`config.mk`:
```
export PLATFORM = sky130hd
export DESIGN_NAME = spi_rb_initiator
export DESIGN_NICKNAME = d
export VERILOG_FILES = /design/src/rtl/spi_rb_pkg.sv /design/src/rtl/spi_rb_delay_cnt.sv /design/src/rtl/spi_rb_initiator.sv
export SDC_FILE = /design/constraint.sdc
export NUM_CORES = 1
export LEC_CHECK = 0
export ABC_CLOCK_PERIOD_IN_PS = 2700
export CAP_MARGIN = 10
export CORE_UTILIZATION = 53
export CTS_CLUSTER_DIAMETER = 40
export CTS_CLUSTER_SIZE = 25
export DETAILED_ROUTE_END_ITERATION = 12
export GPL_ROUTABILITY_DRIVEN = 0
export GPL_TIMING_DRIVEN = 1
export PLACE_DENSITY = 0.85
export SLEW_MARGIN = 20
export SYNTH_ARGS = -nofsm -noshare
export SYNTH_HDL_FRONTEND = slang
export SYNTH_SLANG_ARGS = --single-unit
```
`constraint.sdc`:
```
create_clock -name i_clk -period 2.7 [get_ports i_clk]
set_input_delay 0.54 -clock i_clk [delete_from_list [all_inputs] [get_ports i_clk]]
set_output_delay 0.54 -clock i_clk [all_outputs]
set_load 0.05 [all_outputs]
```
`src/rtl/spi_rb_pkg.sv`:
```
// Shared definitions for the SPI register-bank protocol (initiator and bridge).
package spi_rb_pkg;

  localparam logic [7:0]  K_READ  = 8'h01;
  localparam logic [7:0]  K_WRITE = 8'h02;
  localparam logic [15:0] K_ACK   = 16'h4F4B;

  typedef enum logic [2:0] {
    S_IDLE,
    S_SETUP,
    S_START,
    S_WAIT,
    S_GAP,
    S_HOLD,
    S_FGAP
  } spi_rb_init_state_t;

endpackage

```
`src/rtl/spi_rb_delay_cnt.sv`:
```
// Loadable down-counter; o_done is high during the last cycle of the loaded delay.
module spi_rb_delay_cnt #(
  parameter int unsigned WIDTH = 8
) (
  input  logic             i_clk,
  input  logic             i_rst_n,
  input  logic             i_load,
  input  logic [WIDTH-1:0] i_load_val,
  output logic             o_done
);

  logic [WIDTH-1:0] r_cnt;

  // NOTE: sequential state uses non-blocking (<=) so every register samples pre-edge values.
  always_ff @(posedge i_clk or negedge i_rst_n) begin
    if (!i_rst_n) begin
      r_cnt <= '0;
    end else if (i_load) begin
      r_cnt <= i_load_val;
    end else if (r_cnt != '0) begin
      r_cnt <= r_cnt - 1'b1;
    end
  end

  // A load of N keeps the owner in its state for exactly N cycles.
  assign o_done = (r_cnt == WIDTH'(1));

endmodule

```
`src/rtl/spi_rb_initiator.sv`:
```
// Host-side sequencer: frames a read burst or write as 16-bit SPI word exchanges and returns responses.
module spi_rb_initiator
  import spi_rb_pkg::*;
#(
  parameter int unsigned CSN_SETUP_CYCLES = 2,
  parameter int unsigned WORD_GAP_CYCLES  = 4,
  parameter int unsigned CSN_HOLD_CYCLES  = 2,
  parameter int unsigned FRAME_GAP_CYCLES = 4
) (
  input  logic        i_clk,
  input  logic        i_rst_n,
  input  logic        i_req_valid,
  output logic        o_req_ready,
  input  logic        i_req_write,
  input  logic [7:0]  i_req_addr,
  input  logic [15:0] i_req_wdata,
  input  logic [7:0]  i_req_len,
  output logic        o_rsp_valid,
  output logic [15:0] o_rsp_data,
  output logic        o_rsp_last,
  output logic        o_busy,
  output logic        o_spi_csn,
  output logic [15:0] o_spi_tx_data,
  output logic        o_spi_tx_start,
  input  logic        i_spi_done,
  input  logic [15:0] i_spi_rx_data
);

  localparam logic [7:0] L_SETUP = 8'(CSN_SETUP_CYCLES);
  localparam logic [7:0] L_GAP   = 8'(WORD_GAP_CYCLES);
  localparam logic [7:0] L_HOLD  = 8'(CSN_HOLD_CYCLES);
  localparam logic [7:0] L_FGAP  = 8'(FRAME_GAP_CYCLES);

  spi_rb_init_state_t r_state;
  logic        r_write;
  logic [7:0]  r_addr;
  logic [15:0] r_wdata;
  logic [8:0]  r_remain;
  logic        r_cmd_sent;
  logic        r_csn;
  logic [15:0] r_tx_data;
  logic        r_tx_start;
  logic        r_rsp_valid;
  logic [15:0] r_rsp_data;
  logic        r_rsp_last;

  logic        w_dly_load;
  logic [7:0]  w_dly_val;
  logic        w_dly_done;
  logic [7:0]  w_len_eff;
  logic [15:0] w_next_word;

  assign w_len_eff   = (i_req_len == 8'd0) ? 8'd1 : i_req_len;
  assign w_next_word = !r_cmd_sent ? {(r_write ? K_WRITE : K_READ), r_addr}
                                   : (r_write ? r_wdata : 16'h0000);

  // NOTE: every signal driven in always_comb gets a default first, so no latch is inferred.
  always_comb begin
    w_dly_load = 1'b0;
    w_dly_val  = '0;
    case (r_state)
      S_IDLE: if (i_req_valid) begin
        w_dly_load = 1'b1;
        w_dly_val  = L_SETUP;
      end
      S_WAIT: if (i_spi_done) begin
        w_dly_load = 1'b1;
        w_dly_val  = (r_remain == 9'd1) ? L_HOLD : L_GAP;
      end
      S_HOLD: if (w_dly_done) begin
        w_dly_load = 1'b1;
        w_dly_val  = L_FGAP;
      end
      default: ;
    endcase
  end

  spi_rb_delay_cnt #(.WIDTH(8)) u_dly (
    .i_clk      (i_clk),
    .i_rst_n    (i_rst_n),
    .i_load     (w_dly_load),
    .i_load_val (w_dly_val),
    .o_done     (w_dly_done)
  );

  always_ff @(posedge i_clk or negedge i_rst_n) begin
    if (!i_rst_n) begin
      r_state     <= S_IDLE;
      r_write     <= 1'b0;
      r_addr      <= '0;
      r_wdata     <= '0;
      r_remain    <= '0;
      r_cmd_sent  <= 1'b0;
      r_csn       <= 1'b1;
      r_tx_data   <= '0;
      r_tx_start  <= 1'b0;
      r_rsp_valid <= 1'b0;
      r_rsp_data  <= '0;
      r_rsp_last  <= 1'b0;
    end else begin
      r_tx_start  <= 1'b0;
      r_rsp_valid <= 1'b0;
      r_rsp_last  <= 1'b0;
      case (r_state)
        S_IDLE: if (i_req_valid) begin
          r_write    <= i_req_write;
          r_addr     <= i_req_addr;
          r_wdata    <= i_req_wdata;
          r_remain   <= i_req_write ? 9'd2 : ({1'b0, w_len_eff} + 9'd1);
          r_cmd_sent <= 1'b0;
          r_csn      <= 1'b0;
          r_state    <= S_SETUP;
        end
        S_SETUP, S_GAP: if (w_dly_done) begin
          r_tx_start <= 1'b1;
          r_tx_data  <= w_next_word;
          r_state    <= S_START;
        end
        S_START: r_state <= S_WAIT;
        S_WAIT: if (i_spi_done) begin
          r_remain   <= r_remain - 9'd1;
          r_cmd_sent <= 1'b1;
          // The reply to the command word carries no register data.
          if (r_cmd_sent) begin
            r_rsp_valid <= 1'b1;
            r_rsp_data  <= i_spi_rx_data;
            r_rsp_last  <= (r_remain == 9'd1);
          end
          r_state <= (r_remain == 9'd1) ? S_HOLD : S_GAP;
        end
        S_HOLD: if (w_dly_done) begin
          r_csn   <= 1'b1;
          r_state <= S_FGAP;
        end
        S_FGAP: if (w_dly_done) r_state <= S_IDLE;
        default: r_state <= S_IDLE;
      endcase
    end
  end

  assign o_req_ready    = (r_state == S_IDLE);
  assign o_busy         = (r_state != S_IDLE);
  assign o_spi_csn      = r_csn;
  assign o_spi_tx_data  = r_tx_data;
  assign o_spi_tx_start = r_tx_start;
  assign o_rsp_valid    = r_rsp_valid;
  assign o_rsp_data     = r_rsp_data;
  assign o_rsp_last     = r_rsp_last;

endmodule
```
==> results.ini, run 1 <==
[synthesis]
synth-async-reset-ratio_pct = 100.0
synthMuxAreaShare_pct = 5.012
ys_types = 54
syn-num-nets = 444
synth_top_family_by_area = simple AND/OR/NAND/NOR gates
yosys-top-cells-count = nand2_1, dfrtp_1, o21ai_0
ys_seq_area_share_pct = 54.10
avgSynthCellArea_um2 = 9.831
yosysMostFrequentCell = nand2_1
yosys-top-cells-area = dfrtp_1, nand2_1, mux2_2
synth_compound_area_share_pct = 10.62
synth_flop_cell = dfrtp_1
yosysTopAreaCellShare_pct = 53.41
ys_warn_count = 0
synthAdderAreaFrac_pct = 1.649
synthesis.area_um2 = 3795
synth_edf_count = 0
synthSimpleGateAreaFrac_pct = 22.39
yosys.area.top_type = dfrtp_1
synthCells = 386
synth-xor-area-share_pct = 3.000
synth_seq_cells = 82

[cts]
cts_setup_buffers = 0
root_buffer = clkbuf_8
insertion_delay_ns = 0.36
htreeDepth = 3
cts_tree = done
ctsHoldBuffers = 0
cts_sinks = 82
ctsLongestPathBuffers = 2
clk_pin_slew_ns = 0.09
numCtsBuffers = 9
post_cts_resized = 0

[grt]
grtUsageTotal_pct = 25.43
grt_start_max_net_pins = 83
grt_remaining_overflow = 0
grt_pass1_wl_mm = 14.69
grt_antenna_before_repair = 0
grt_pass1_vias = 3137

[cells_and_area]
area_growth_pct = 32.31
design_area_um2 = 5021
layout.nets = 535
antenna_cells = 0
final_layout_size_suffix_gt1_share_pct = 10.17
fillers = 485

[power]
leakagePower_nw = 2.285
power.density_nw_per_um2 = 1187
vdd_drop_max_uv = 937.3

[sta]
tightest_slew_ns = 0.6169
maxSlewViolCount = 0
max_freq_ghz = 0.4051
timing.final.crit_share_pct = 91.42
max_slew_margin_pct = 58.87
finalClockSkew_ns = 0.01352
setup-tns-final_ns = 0
min_period_ns = 2.468
rsz0062_at_grt = no
final_hold_viol_count = 0
setup_viol = 0

[floorplan]
pin_count = 91
dieArea_um2 = 7502
row_count = 30
fp.dieH_um = 86.62
core_region_area_um2 = 6869
die_w_um = 86.62
start_util_pct = 55.25

[hold_path]
worstHoldPathType = input pin to async pin

[run_status]
status = complete, no violations

[routing]
via_per_inst = 5.474
ant_nets = 0
drtIter0Drc = 160
wl_mm = 8.737
drc = 0
drt_first_pass_iters = 5
num_vias = 3164
wire_per_inst_um = 15.12

[placed_design]
dp.final_hpwl_mm = 6.037
placed_cell_area_um2 = 4803
io_buffers = 90

[critical_path]
cp_max_fo = 12
reg2reg_slack_ns = 0.81
worstPathArrival_ns = 1.93
cp.required_ns = 2.16
end_kind = output port
path_class = flip-flop to output port
crit_path_start_kind = flip-flop

[run]
cap_viol_max_count = 0

layout by cell type (no fill, tap or decap), types with 3 or more instances in the layout:
| cell | Yosys | layout |
|---|---|---|
| nor3b_1 | 3 | 3 |
| xor2_1 | 8 | 8 |
| and3_1 | 3 | 3 |
| o21ai_0 | 25 | 25 |
| nand4_1 | 8 | 8 |
| a21oi_1 | 7 | 7 |
| nor4_1 | 4 | 4 |
| buf_4 | 1 | 6 |
| inv_1 | 10 | 10 |
| a22oi_1 | 9 | 9 |
| and2_1 | 3 | 3 |
| dfrtp_1 | 81 | 81 |
| o211ai_1 | 4 | 4 |
| ha_1 | 5 | 5 |
| mux2_2 | 16 | 16 |
| o31ai_1 | 4 | 4 |
| xnor2_1 | 5 | 5 |
| clkdlybuf4s50_1 | 0 | 89 |
| nor2_1 | 20 | 20 |
| clkbuf_8 | 0 | 9 |
| nand2_1 | 110 | 110 |
| nor3_1 | 5 | 4 |
registers in the layout, indices dropped and copies added, names as in the netlist, 3 cells and up:
register / cells
r_state: 3
r_wdata: 16
o_rsp_data: 16
o_spi_tx_data: 16
r_addr: 8
u_dly.r_cnt: 8
r_remain: 9
cell type report:
type                            count  area [um2]  area share (%)
Tap cell                           96       120.1           2.392
Sequential cell                    82        2053           40.89
Timing Repair Buffer               96       955.9           19.04
Clock buffer                       10       127.6           2.542
Multi-Input combinational cell    277        1633           32.52
Clock inverter                      6       90.09           1.794
Inverter                           11       41.29          0.8223
power breakdown:
part	switching (mW)	internal, mW	total [mW]	leakage [nW]
Combinational	1.76	1.07	2.84	1.11
Sequential	0.396	1.75	2.15	1.07
Clock	0.454	0.524	0.979	0.107
kinds of logic after synthesis:
group           count (synthesis)
simple gates                  179
compound gates                 63
xor+xnor                       13
mux                            17
flops                          82
fa+ha+maj                       5
buf+inv                        27
final timing paths:
path	from	cells after the start	endpoint
worst min-delay path	i_rst_n	2	o_rsp_data[0]
worst max-delay path	r_state[2]	2	o_req_ready
worst min register to register	o_spi_csn	2	o_spi_csn
worst max register to register	u_dly.r_cnt[0]	6	u_dly.r_cnt[4]
min in group i_clk	o_spi_csn	2	o_spi_csn
max in group asynchronous	i_rst_n	2	o_spi_csn
critical path, stage by stage, from the launching register on:
cell             delay (ns)
dfrtp_1                0.53
nor3_2                 0.21
clkdlybuf4s50_1        0.83
through the flow:
stage	worst slack (ns)	total power, mW	cells	util [%]	hold slack, ns
global placement	0.4276	4.844	562	69.93	0.4493
finish	0.2316	5.960	578	73.10	0.1915
global route	0.1481	6.310	578	73.10	0.2343
detailed placement	0.3518	4.975	562	69.93	0.4551
CTS	0.2163	5.968	578	73.10	0.2056
floorplan	0.3867	4.045	386	-	0.2444
per-layer routing:
layer / GRT usage, % / vias up / wire length, um
li1: - / 1517 / -
met5: 0 / - / 0
met2: 43.51 / 108 / 4503
met1: 32.62 / 1525 / 3687
met3: 3.238 / 14 / 378
met4: 11.06 / 0 / 167
No activity file was read; power rests on OpenSTA's default activity.
==> run 2: changes to the inputs <==
- CTS_CLUSTER_SIZE: 25 -> 14
==> results of run 2 <==
Same layout as run 1: the final DEF is identical, and so are final timing and power.
==> run 3: changes to the inputs <==
- SKIP_CTS_REPAIR_TIMING: not set -> 1
- TNS_END_PERCENT: not set -> 50
==> results of run 3 <==
Same layout as run 1: the final DEF is identical, and so are final timing and power.
